`config.mk`:
```
export PLATFORM = sky130hd
export DESIGN_NAME = dmem_bridge
export DESIGN_NICKNAME = d
export VERILOG_FILES = /design/src/rtl/dmem_pkg.sv /design/src/rtl/dmem_lane.sv /design/src/rtl/dmem_bridge.sv
export SDC_FILE = /design/constraint.sdc
export NUM_CORES = 1
export LEC_CHECK = 0
export ABC_CLOCK_PERIOD_IN_PS = 5850
export CORE_ASPECT_RATIO = 1.25
export CORE_MARGIN = 2
export CORE_UTILIZATION = 47
export CTS_CLUSTER_SIZE = 40
export DETAILED_ROUTE_END_ITERATION = 7
export GPL_ROUTABILITY_DRIVEN = 0
export PLACE_DENSITY = 0.86
export SLEW_MARGIN = 20
export SYNTH_ARGS = -nofsm -noshare
export SYNTH_HDL_FRONTEND = slang
export SYNTH_SLANG_ARGS = --single-unit
```
`constraint.sdc`:
```
create_clock -name clk -period 5.85 [get_ports clk]
set_input_delay 0.8775 -clock clk [delete_from_list [all_inputs] [get_ports clk]]
set_output_delay 0.8775 -clock clk [all_outputs]
set_load 0.1 [all_outputs]
```
`src/rtl/dmem_pkg.sv`:
```
// Shared types and constants for the data-memory bridge: FSM states,
// RV32I load/store funct3 encodings and the misalignment predicate.
package dmem_pkg;

  typedef enum logic [1:0] {
    IDLE = 2'd0,
    REQ  = 2'd1,
    WAIT = 2'd2,
    DONE = 2'd3
  } dmemState_t;

  localparam logic [2:0] F3_B  = 3'b000;
  localparam logic [2:0] F3_H  = 3'b001;
  localparam logic [2:0] F3_W  = 3'b010;
  localparam logic [2:0] F3_BU = 3'b100;
  localparam logic [2:0] F3_HU = 3'b101;

  // Access size comes from funct3[1:0]: 00 byte, 01 half, 1x word.
  function automatic logic isMisaligned(input logic [2:0] funct3, input logic [1:0] addrLo);
    if (funct3[1])
      return addrLo != 2'b00;
    else if (funct3[0])
      return addrLo[0];
    else
      return 1'b0;
  endfunction

endpackage

```
`src/rtl/dmem_lane.sv`:
```
// Combinational byte-lane steering: store replication/strobes on the request
// side, byte/half extraction with sign/zero extension on the response side.
module dmem_lane
  import dmem_pkg::*;
(
  input  logic [2:0]  stFunct3,
  input  logic [1:0]  stAddrLo,
  input  logic [31:0] stData,
  output logic [31:0] laneWdata,
  output logic [3:0]  laneWstrb,
  input  logic [2:0]  ldFunct3,
  input  logic [1:0]  ldAddrLo,
  input  logic [31:0] ldWord,
  output logic [31:0] ldResult
);

  logic [7:0]  ldBytes [4];
  logic [7:0]  byteSel;
  logic [15:0] halfSel;

  for (genvar gi = 0; gi < 4; gi++) begin : gByte
    assign ldBytes[gi] = ldWord[8*gi +: 8];
  end

  assign byteSel = ldBytes[ldAddrLo];
  assign halfSel = ldAddrLo[1] ? ldWord[31:16] : ldWord[15:0];

  always_comb begin
    laneWdata = stData;
    laneWstrb = 4'b1111;
    case (stFunct3[1:0])
      2'b00: begin
        laneWdata = {4{stData[7:0]}};
        laneWstrb = 4'b0001 << stAddrLo;
      end
      2'b01: begin
        laneWdata = {2{stData[15:0]}};
        laneWstrb = 4'b0011 << {stAddrLo[1], 1'b0};
      end
      default: ;
    endcase
  end

  // Reserved encodings 011/110/111 fall through to a full word.
  always_comb begin
    ldResult = ldWord;
    case (ldFunct3)
      F3_B:    ldResult = {{24{byteSel[7]}}, byteSel};
      F3_H:    ldResult = {{16{halfSel[15]}}, halfSel};
      F3_BU:   ldResult = {24'h0, byteSel};
      F3_HU:   ldResult = {16'h0, halfSel};
      default: ldResult = ldWord;
    endcase
  end

endmodule

```
`src/rtl/dmem_bridge.sv`:
```
// CPU load/store to valid/ready word-bus bridge with a four-state handshake FSM.
// Optional DMEM_BRIDGE_MISALIGN_TRAP_EN turns misaligned half/word accesses into an error pulse.
module dmem_bridge
  import dmem_pkg::*;
#(
  parameter int ADDR_W = 32
) (
  input  logic              clk,
  input  logic              reset,
  input  logic              cpu_req,
  input  logic              cpu_we,
  input  logic [2:0]        cpu_funct3,
  input  logic [ADDR_W-1:0] cpu_addr,
  input  logic [31:0]       cpu_wdata,
  output logic [31:0]       cpu_rdata,
  output logic              cpu_stall,
  output logic              cpu_err,
  output logic              bus_req_valid,
  input  logic              bus_req_ready,
  output logic [ADDR_W-1:0] bus_addr,
  output logic              bus_we,
  output logic [3:0]        bus_wstrb,
  output logic [31:0]       bus_wdata,
  input  logic              bus_rsp_valid,
  input  logic [31:0]       bus_rdata
);

  dmemState_t        stateReg, stateNext;
  logic [ADDR_W-1:0] addrReg;
  logic              weReg;
  logic [2:0]        funct3Reg;
  logic [31:0]       wdataReg;
  logic [3:0]        wstrbReg;
  logic [31:0]       rdataReg;
  logic [31:0]       laneWdata;
  logic [3:0]        laneWstrb;
  logic [31:0]       loadResult;
  logic              trapNow;

  dmem_lane uLane (
    .stFunct3  (cpu_funct3),
    .stAddrLo  (cpu_addr[1:0]),
    .stData    (cpu_wdata),
    .laneWdata (laneWdata),
    .laneWstrb (laneWstrb),
    .ldFunct3  (funct3Reg),
    .ldAddrLo  (addrReg[1:0]),
    .ldWord    (bus_rdata),
    .ldResult  (loadResult)
  );

`ifdef DMEM_BRIDGE_MISALIGN_TRAP_EN
  logic trapReg;

  assign trapNow = isMisaligned(cpu_funct3, cpu_addr[1:0]);
  assign cpu_err = (stateReg == DONE) && trapReg;

  always_ff @(posedge clk or posedge reset) begin
    if (reset)
      trapReg <= 1'b0;
    else if (stateReg == IDLE && cpu_req)
      trapReg <= trapNow;
  end
`else
  assign trapNow = 1'b0;
  assign cpu_err = 1'b0;
`endif

  always_ff @(posedge clk or posedge reset) begin
    if (reset) begin
      stateReg  <= IDLE;
      addrReg   <= '0;
      weReg     <= 1'b0;
      funct3Reg <= 3'b000;
      wdataReg  <= 32'h0;
      wstrbReg  <= 4'h0;
      rdataReg  <= 32'h0;
    end else begin
      stateReg <= stateNext;
      if (stateReg == IDLE && cpu_req) begin
        addrReg   <= cpu_addr;
        weReg     <= cpu_we;
        funct3Reg <= cpu_funct3;
        wdataReg  <= laneWdata;
        wstrbReg  <= cpu_we ? laneWstrb : 4'h0;
      end
      // Stores complete through the same path but never touch the load result.
      if (stateReg == WAIT && bus_rsp_valid && !weReg)
        rdataReg <= loadResult;
    end
  end

  always_comb begin
    stateNext     = stateReg;
    cpu_stall     = 1'b0;
    bus_req_valid = 1'b0;
    case (stateReg)
      IDLE: begin
        cpu_stall = cpu_req;
        if (cpu_req)
          stateNext = trapNow ? DONE : REQ;
      end
      REQ: begin
        cpu_stall     = 1'b1;
        bus_req_valid = 1'b1;
        if (bus_req_ready)
          stateNext = WAIT;
      end
      WAIT: begin
        cpu_stall = 1'b1;
        if (bus_rsp_valid)
          stateNext = DONE;
      end
      DONE: stateNext = IDLE;
      default: stateNext = IDLE;
    endcase
  end

  assign cpu_rdata = rdataReg;
  assign bus_addr  = {addrReg[ADDR_W-1:2], 2'b00};
  assign bus_we    = weReg;
  assign bus_wstrb = wstrbReg;
  assign bus_wdata = wdataReg;

endmodule

```
* Word-level counts from Yosys, hierarchy flattened *
Cells that the tools add are included.
Widths: inputs -> output; s select.

storage, ports and cells
  bits in registers = 106
  output and inout port bits = 104
  word-level logic and storage cells = 44
  input bits = 105

operators by class
  shift operators = 2
  equality and inequality tests = 10
  reduce and logical (&&, ||, !) cells = 9
  mux-type cells = 14
  order comparisons = 1
  bitwise logic cells = 1

operator list
  kind                 count
  $pmux 32 s4          1
  $pmux 32 s2          1
  $bmux 8 s2           1
  $mux 16              1
  $mux 8               2
  $pmux 2 s4           1
  $pmux 4 s2           1
  $eq 3x3->1 const B   2
  $mux 2               3
  $ne 2x2->1 const B   3
  $eq 2x1->1 const B   2
  $eq 2x2->1 const B   2
  $logic_not 2->1      2
  $mux 4               1
  $shl 1x2->4 const A  1
  $shl 2x2->4 const A  1
  $eq 3x1->1 const B   1
  $ge 3x3->1 const B   1
  $logic_and 1x1->1    3
  $logic_not 3->1      1
  $not 2->3            1
  $reduce_and 3->1     1
  $pmux 1 s2           1
  $reduce_or 2->1      1
  other kinds (2)      2

* Longest topological paths before layout *
Gate-level depths: netlist of the first run.

  word-level depth = 5
  mapped depth = 7
  depth with buffers taken out = 5

* Hierarchy *
Synthesis of the first run repeated with hierarchy kept, for this count alone.

second synthesis, totals
  cells, all modules = 478
  area, all modules = 5680.4 um^2

by module, submodules not included
  module       sequential area each (um^2)  area each (um^2)  instances  cells an instance
  dmem_bridge  2652.5                       4295.4            1          283
  dmem_lane    0.0                          1385.1            1          195

* Worst setup path before layout of the first run *
No wires, ideal clock.

  path kind = input port to output port
  start = input port cpu_req
  end = output port cpu_stall
  cell stages on the path = 2
  data required time = 4.973 ns
  path slack = 2.789 ns
  path buffers = 0
  arrival = 2.184 ns
  cell sequence = a21oi_1 > nor2_1

on the way
  word-level cells in the longest chain between the ends = 1

RTL lines
  what             line               text
  start, declared  dmem_bridge.sv:10  input logic cpu_req,
  $pmux 1 s2       dmem_bridge.sv:97  case (stateReg)
  end, declared    dmem_bridge.sv:16  output logic cpu_stall,

Every way passes these cells.

* Worst setup path after layout of the first run *
Same ends and word-level chain as after synthesis.

==> results_dict.tcl, run 1 <==
set metrics [dict create \
    r2r_slack_ps 3380 \
    fin_area_sq_um 7391 \
    firstDrtPassIters 4 \
    die_h_microns 121.5 \
    timing.fmax_mhz 274.7 \
    grt_remaining_overflow 0 \
    clkTransAtPathRegs_ps 70 \
    syn_area_sq_um 5194 \
    cts_buffer_depth 2 \
    worstHoldPathType "reg2reg" \
    postSynthAreaPerCell_sq_um 11.24 \
    setup_violations 0 \
    wl_per_cell_microns 17.97 \
    worstMarginPinSlew_ps 1041 \
    totalWireLength_microns 13600 \
    cts_sinks 106 \
    vias_per_cell 5.437 \
    cts_hold_buf 0 \
    rsz0062_at_grt "false" \
    clock_latency_ps 350 \
    port_buffers 205 \
    die_area_sq_um 11910 \
    ys_types 33 \
    dpl.hpwl_microns 10030 \
    route.vias.total 4116 \
    worstPathMaxFanout 3 \
    critPathSlowestCell "clkdlybuf4s50_1" \
    path_class "in2out" \
    crit_required_ps 4970 \
    final_nets 729 \
    post-route-drc-count 0 \
    end_kind "primary output" \
    crit_family "buffers and inverters" \
    io_pins 209 \
    start_util_pct 48.69 \
    ys_seq_elements 106 \
    postLayoutCoreUtil_pct 69.28 \
    slew_violations 0 \
    dpl-instance-area_sq_um 7058 \
    period_needed_ps 3640 \
    synth_cells 462 \
    relSlewSlack_pct 30.40 \
    grt_pass1_vias 4282 \
    fin_worst_skew_ps 9.126 \
    placementRows 42 \
    cap_violations 0 \
    yosys_warnings 0 \
    drt_iter0_drc 198 \
    setup-tns-final_ps 0 \
    path_buf_inv 2 \
    path_cells "clkdlybuf4s50_1 > a21oi_1 > nor2_1 > clkdlybuf4s50_1" \
    grt_usage_pct 23.04 \
    syn_to_final_growth_pct 42.30 \
    post-route-period-util_pct 62.22 \
    antenna_left 0 \
    core_area_sq_um 10670 \
    root_buffer "clkbuf_16" \
    postCtsSetupRepairBufs 0 \
    status "finished, final reports clean" \
    critPathMaxStageDelay_ps 1140 \
    htree_levels 3 \
    grt_max_degree 94 \
    grt_pass1_wl_microns 21690 \
    worstPathArrival_ps 2760 \
    whs_ps 483.7 \
    drive_gt1_share_pct 14.08 \
    ctsResizeCount 0 \
    antenna_found_initial 0 \
    cts_tree "yes" \
    die_x_microns 98.03 \
    antennaDiodeCount 0 \
    start_kind "primary input" \
    hold_violations 0 \
    critPathMostFrequentCell "clkdlybuf4s50_1" \
    cts_buffers 9 \
    synth-seq-area-share_pct 51.07 \
]
[cells in the final DEF, fill, tap and decap left out, types with 2 or more instances in the layout]
master and count:
nand3b_1 2, clkinv_2 2, o32ai_1 7, clkdlybuf4s50_1 204, and2_1 2, a21oi_1 2, dfrtp_1 106, o21ai_0 27
nor2_1 18, conb_1 3, mux2_2 59, ha_1 4, buf_4 2, nand2b_1 10, nand2_1 61, nor3_1 2
mux2i_1 33, a311oi_1 7, a31oi_1 8, clkbuf_16 9, o31ai_1 27, inv_1 9, bufinv_16 2, mux2_4 2
[metrics by stage]
| step | cells | setup WS, ps |
|---|---|---|
| 2_1_floorplan | 464 | 2184 |
| 3_3_place_gp | 740 | 2235 |
| 3_5_place_dp | 740 | 2219 |
| 4_1_cts | 756 | 2222 |
| 5_1_grt | 757 | 2131 |
| 6_report | 757 | 2210 |
[final cells by class]
cell class / count / area (sq um)
well taps: 132 / 165.2
repair buffers: 208 / 2077
flip-flops and latches: 106 / 2653
clock inverters: 5 / 77.57
fillers: 784 / 3277
inverters: 10 / 40.04
clock buffers: 11 / 242.7
multi-input cells: 285 / 2136
[per-layer routing]
metal	up-vias	share of wire, %	GRT usage (%)	routed length [microns]
li1	1912	-	-	-
met1	1980	37	26.72	4984
met2	191	52	39.08	7036
met3	33	8.9	8.204	1210
met4	0	2.7	9.201	370
met5	-	0	0	0
[worst min-delay path, stage by stage, from the launching register on]
cell     delay (ps)
dfrtp_1         340
nand2_1          60
o31ai_1          60
[registers in the layout, indices dropped and copies added (netlist names)]
name	count
stateReg	2
cpu_rdata	32
bus_wstrb	4
funct3Reg	3
bus_we	1
bus_wdata	32
addrReg	32
[final timing paths]
check | from | end | depth (start not counted)
setup / recovery | cpu_req | cpu_stall | 4
max in group asynchronous | reset | addrReg[27] | 3
hold reg to reg | cpu_rdata[4] | cpu_rdata[4] | 2
hold / removal | cpu_rdata[4] | cpu_rdata[4] | 2
setup reg to reg | stateReg[0] | cpu_rdata[11] | 7
min in group asynchronous | reset | addrReg[2] | 2
[kinds of logic (layout without fill, tap and decap cells)]
kind of cell	Yosys count	in the layout	synth area share (%)
DFF	106	106	51.07
and+or+nand+nor	100	100	8.239
muxes	94	94	19.73
AOI/OAI and AO/OA	84	84	11.78
buffers and inverters	73	234	8.143
adders and majority gates	4	4	0.9637
other	1	3	0.07220
[cell usage after synthesis, drive strengths merged]
master | number | area, sq um
buf | 48 | 329.1
a31oi | 8 | 50.05
mux2 | 61 | 694.4
o21ba | 1 | 10.01
conb | 1 | 3.750
nand2b | 10 | 62.56
nand2 | 62 | 232.7
a311oi | 8 | 87.59
a311o | 1 | 10.01
a222oi | 1 | 10.01
clkbuf | 15 | 56.30
nor2 | 19 | 73.82
inv | 10 | 37.54
a221oi | 1 | 26.28
a2bb2oi | 1 | 8.760
mux2i | 33 | 330.3
or3b | 1 | 8.760
a21oi | 2 | 10.01
and2 | 2 | 12.51
dfrtp | 106 | 2653
o21ai | 27 | 135.1
nor2b | 2 | 12.51
o31ai | 27 | 202.7
nor3 | 2 | 10.01
ha | 4 | 50.05
o32ai | 7 | 61.31
nand3b | 2 | 15.01
Power of run 1 is left out: the tool's default activity adds up to more than one toggle a clock period on the data nets, which glitch-free logic cannot reach.
==> inputs of run 2 (changes only) <==
--- a/config.mk
+++ b/config.mk
@@ -5,14 +5,14 @@
 export SDC_FILE = /design/constraint.sdc
 export NUM_CORES = 1
 export LEC_CHECK = 0
-export ABC_CLOCK_PERIOD_IN_PS = 5850
+export ABC_CLOCK_PERIOD_IN_PS = 3800
 export CORE_ASPECT_RATIO = 1.25
 export CORE_MARGIN = 2
-export CORE_UTILIZATION = 47
+export CORE_UTILIZATION = 44
 export CTS_CLUSTER_SIZE = 40
 export DETAILED_ROUTE_END_ITERATION = 7
 export GPL_ROUTABILITY_DRIVEN = 0
-export PLACE_DENSITY = 0.86
+export PLACE_DENSITY = 0.81
 export SLEW_MARGIN = 20
 export SYNTH_ARGS = -nofsm -noshare
 export SYNTH_HDL_FRONTEND = slang
==> constraint.sdc (replaced) <==
create_clock -name clk -period 3.8 [get_ports clk]
set_input_delay 0.57 -clock clk [delete_from_list [all_inputs] [get_ports clk]]
set_output_delay 0.57 -clock clk [all_outputs]
set_load 0.1 [all_outputs]
==> run 2 against run 1 <==
Against the previous run:
- sequential cell count did not move
- worst hold slack got worse by 4.6 ps
- critical endpoint is now bus_req_valid
- via count fell by 0.66%
- non-clock buffer count rose by 2
- register-to-register slack got worse by 1800 ps
- global-route usage fell by 1.8 points
- clock skew barely moved
==> results_dict.tcl, run 2 (synthesized netlist as in run 1, its figures left out) <==
set metrics [dict create \
    ctsResizeCount 0 \
    worstHoldPathType "reg2reg" \
    timing.fmax_mhz 370.7 \
    start_util_pct 44.92 \
    whs_ps 479.1 \
    post-route-drc-count 0 \
    dr_wl_met3_microns 1010 \
    clkTransAtPathRegs_ps 70 \
    grt_remaining_overflow 0 \
    highest_layer "met4" \
    antenna_found_initial 0 \
    worstPathArrival_ps 2130 \
    grt_usage_pct 21.25 \
    die_h_microns 125.5 \
    setup-tns-final_ps 0 \
    antenna_left 0 \
    core_area_sq_um 11560 \
    cap_violations 0 \
    period_needed_ps 2697 \
    wl_per_cell_microns 17.55 \
    root_buffer "clkbuf_16" \
    drt_iter0_drc 170 \
    syn_to_final_growth_pct 42.47 \
    firstDrtPassIters 4 \
    status "finished, final reports clean" \
    dpl.hpwl_microns 9741 \
    drive_gt1_share_pct 14.35 \
    clock_latency_ps 340 \
    port_buffers 205 \
    grt_pass1_vias 4172 \
    route.vias.total 4089 \
    rsz0062_at_grt "false" \
    hold_violations 0 \
    postCtsSetupRepairBufs 0 \
    fillers 899 \
    cts_tree "yes" \
    cts_sinks 106 \
    die_area_sq_um 12690 \
    cts_hold_buf 0 \
    wl_met1_microns 5350 \
    final_cell_mix "clkdlybuf4s50_1, dfrtp_1, nand2_1" \
    post-route-period-util_pct 70.98 \
    fin_worst_skew_ps 8.704 \
    relSlewSlack_pct 30.85 \
    path_class "reg2out" \
    grt_max_degree 94 \
    final_common_cell "clkdlybuf4s50_1" \
    worstMarginPinSlew_ps 1037 \
    placementRows 44 \
    antennaDiodeCount 0 \
    cts_buffers 9 \
    vias_per_cell 5.345 \
    setup_violations 0 \
    grt_pass1_wl_microns 21530 \
    slew_violations 0 \
    totalWireLength_microns 13430 \
    final_nets 731 \
    die_x_microns 101.2 \
    htree_levels 3 \
    cts_buffer_depth 2 \
    io_pins 209 \
    crit_required_ps 3230 \
    worstPathMaxFanout 4 \
    start_kind "flop" \
    wl_met2_microns 6825 \
    end_kind "primary output" \
]
-- run 2: metrics by stage --
stage               setup slack [ps]  util, %  instance area (sq um)  cells
floorplan                      441.1        -                   5201    464
global placement                1333    61.29                   7086    749
detailed placement              1279    61.29                   7086    749
CTS                             1085    64.00                   7400    765
global route                    1018    64.00                   7400    765
finish                          1103    64.00                   7400    765
-- run 2: path summary, 6_finish.rpt --
kind | slack (ps) | cells past startpoint | end | start
hold reg to reg | 480 | 2 | cpu_rdata[4] | cpu_rdata[4]
min in group asynchronous | 710 | 2 | cpu_rdata[23] | reset
setup reg to reg | 1620 | 3 | cpu_rdata[19] | addrReg[1]
max in group asynchronous | 2260 | 3 | cpu_rdata[5] | reset
setup / recovery | 1100 | 3 | bus_req_valid | stateReg[1]
hold / removal | 480 | 2 | cpu_rdata[4] | cpu_rdata[4]
-- run 2: cell type report --
type	count	area [sq um]	share of cell area, %
multi-input cells	285	2133	28.83
well taps	138	172.7	2.333
repair buffers	210	2087	28.20
clock buffers	11	252.7	3.416
clock inverters	5	61.31	0.8285
inverters	10	40.04	0.5411
flip-flops and latches	106	2653	35.85
-- run 2: critical path, stage by stage, from the launching register on --
cell	delay, ps
dfrtp_1	410
inv_1	90
ha_1	160
clkdlybuf4s50_1	1130
-- run 2: layer usage --
| layer | track usage (%) | vias to the layer above |
|---|---|---|
| met4 | 6.916 | 0 |
| met5 | 0 | - |
| met2 | 35.64 | 159 |
| met1 | 26.56 | 1999 |
| met3 | 5.478 | 16 |
| li1 | - | 1915 |
Power of run 2 is left out for the same reason.
==> inputs of run 3 (changes only) <==
--- a/config.mk
+++ b/config.mk
@@ -5,7 +5,7 @@
 export SDC_FILE = /design/constraint.sdc
 export NUM_CORES = 1
 export LEC_CHECK = 0
-export ABC_CLOCK_PERIOD_IN_PS = 3800
+export ABC_CLOCK_PERIOD_IN_PS = 2700
 export CORE_ASPECT_RATIO = 1.25
 export CORE_MARGIN = 2
 export CORE_UTILIZATION = 44
==> constraint.sdc (replaced) <==
create_clock -name clk -period 2.7 [get_ports clk]
set_input_delay 0.405 -clock clk [delete_from_list [all_inputs] [get_ports clk]]
set_output_delay 0.405 -clock clk [all_outputs]
set_load 0.1 [all_outputs]
==> run 3 against run 2 <==
Against the previous run:
- routed wire length shrank 1.2%
- first-iteration DRC count grew 26%
- die area did not move
- non-clock buffer count rose by 6
- sequential cell count did not move
- via count shrank 0.61%
- final cell count is 0.78% higher
- register-to-register slack got worse by 830 ps
- highest routed layer unchanged
==> results_dict.tcl, run 3 (synthesized netlist as in run 1, its figures left out) <==
set metrics [dict create \
    start_kind "flop" \
    fillers 918 \
    postCtsSetupRepairBufs 0 \
    cts_hold_buf 0 \
    drt_iter0_drc 215 \
    relSlewSlack_pct 50.25 \
    antennaDiodeCount 0 \
    path_class "reg2out" \
    worstMarginPinSlew_ps 745.5 \
    post-route-period-util_pct 75.02 \
    final_nets 737 \
    status "finished, final reports clean" \
    setup-tns-final_ps 0 \
    root_buffer "clkbuf_16" \
    grt_max_degree 107 \
    worst_slack_ps 674.4 \
    worstHoldPathType "reg2reg" \
    period_needed_ps 2026 \
    fin_worst_skew_ps 6.298 \
    hold_violations 0 \
    crit_required_ps 2300 \
    worstPathArrival_ps 1620 \
    ctsResizeCount 0 \
    dpl.hpwl_microns 9905 \
    htree_levels 3 \
    antenna_found_initial 0 \
    vias_per_cell 5.271 \
    final_common_cell "buf_4" \
    worstPathMaxFanout 4 \
    die_x_microns 101.2 \
    cts_sinks 106 \
    syn_to_final_growth_pct 39.34 \
    io_pins 209 \
    end_kind "primary output" \
    clkTransAtPathRegs_ps 70 \
    final_cells 771 \
    placementRows 44 \
    rsz0062_at_grt "false" \
    wl_per_cell_microns 17.21 \
    cts_tree "yes" \
    dpl.cell_count 755 \
    critPathSlowestCell "dfrtp_1" \
    cts_buffers 9 \
    drive_gt1_share_pct 30.81 \
    setup_violations 0 \
    antenna_left 0 \
    timing.fmax_mhz 493.7 \
    firstDrtPassIters 6 \
    grt_pass1_vias 4212 \
    final_cell_mix "buf_4, dfrtp_1, clkdlybuf4s50_1" \
    place_ws_ps 686.5 \
    grt_remaining_overflow 0 \
    core_area_sq_um 11560 \
    cap_violations 0 \
    die_area_sq_um 12690 \
    port_buffers 205 \
    path_cells "inv_1 > ha_1 > a21oi_1 > nor2_1 > buf_4" \
    die_h_microns 125.5 \
    post-route-drc-count 0 \
    critPathMaxStageDelay_ps 410 \
    postLayoutCoreUtil_pct 62.60 \
    grt_usage_pct 20.86 \
    grt_pass1_wl_microns 20970 \
    slew_violations 0 \
    start_util_pct 44.92 \
    route.vias.total 4064 \
    clock_latency_ps 340 \
    cts_buffer_depth 2 \
    totalWireLength_microns 13270 \
]
[run 3: stage by stage]
step                      area, sq um  hold WS (ps)
final                            7237         487.3
after global routing             7237         513.0
after CTS                        7237         487.8
after detailed placement         6919         474.1
after global placement           6919         462.9
after floorplan                  5205         480.7
[run 3: worst paths after layout]
| kind | startpoint | to | cells past startpoint | slack [ps] |
|---|---|---|---|---|
| max reg2reg | addrReg[1] | cpu_rdata[15] | 3 | 790 |
| max | stateReg[0] | cpu_stall | 5 | 670 |
| min | cpu_rdata[26] | cpu_rdata[26] | 2 | 490 |
| max in group asynchronous | reset | cpu_rdata[5] | 3 | 1690 |
| min in group asynchronous | reset | addrReg[29] | 3 | 570 |
| min reg2reg | cpu_rdata[26] | cpu_rdata[26] | 2 | 490 |
[run 3: cell type report]
type | instances | area [sq um] | area share [%]
timing repair buffer | 216 | 1919 | 26.52
tap | 138 | 172.7 | 2.386
multi-input combinational | 285 | 2133 | 29.48
clock buffer | 10 | 229.0 | 3.164
sequential | 106 | 2653 | 36.65
clock inverter | 6 | 88.84 | 1.228
inverter | 10 | 41.29 | 0.5705
[run 3: worst max-delay path, delay by kind of cell, from the launching register on]
| kind | cells | cell delay (ps) |
|---|---|---|
| flip-flops | 1 | 410 |
| buffers and inverters | 2 | 410 |
| adder cells (fa/ha/maj) | 1 | 270 |
| AND/OR/NAND/NOR | 1 | 100 |
| AO/OA/AOI/OAI | 1 | 90 |
[run 3: per-layer routing]
layer  wire length [microns]  global-route usage [%]
met3                     596                   2.515
met2                    7036                   36.23
met4                     462                   10.73
met5                       0                       0
met1                    5173                   24.97
Power of run 3 is left out for the same reason.
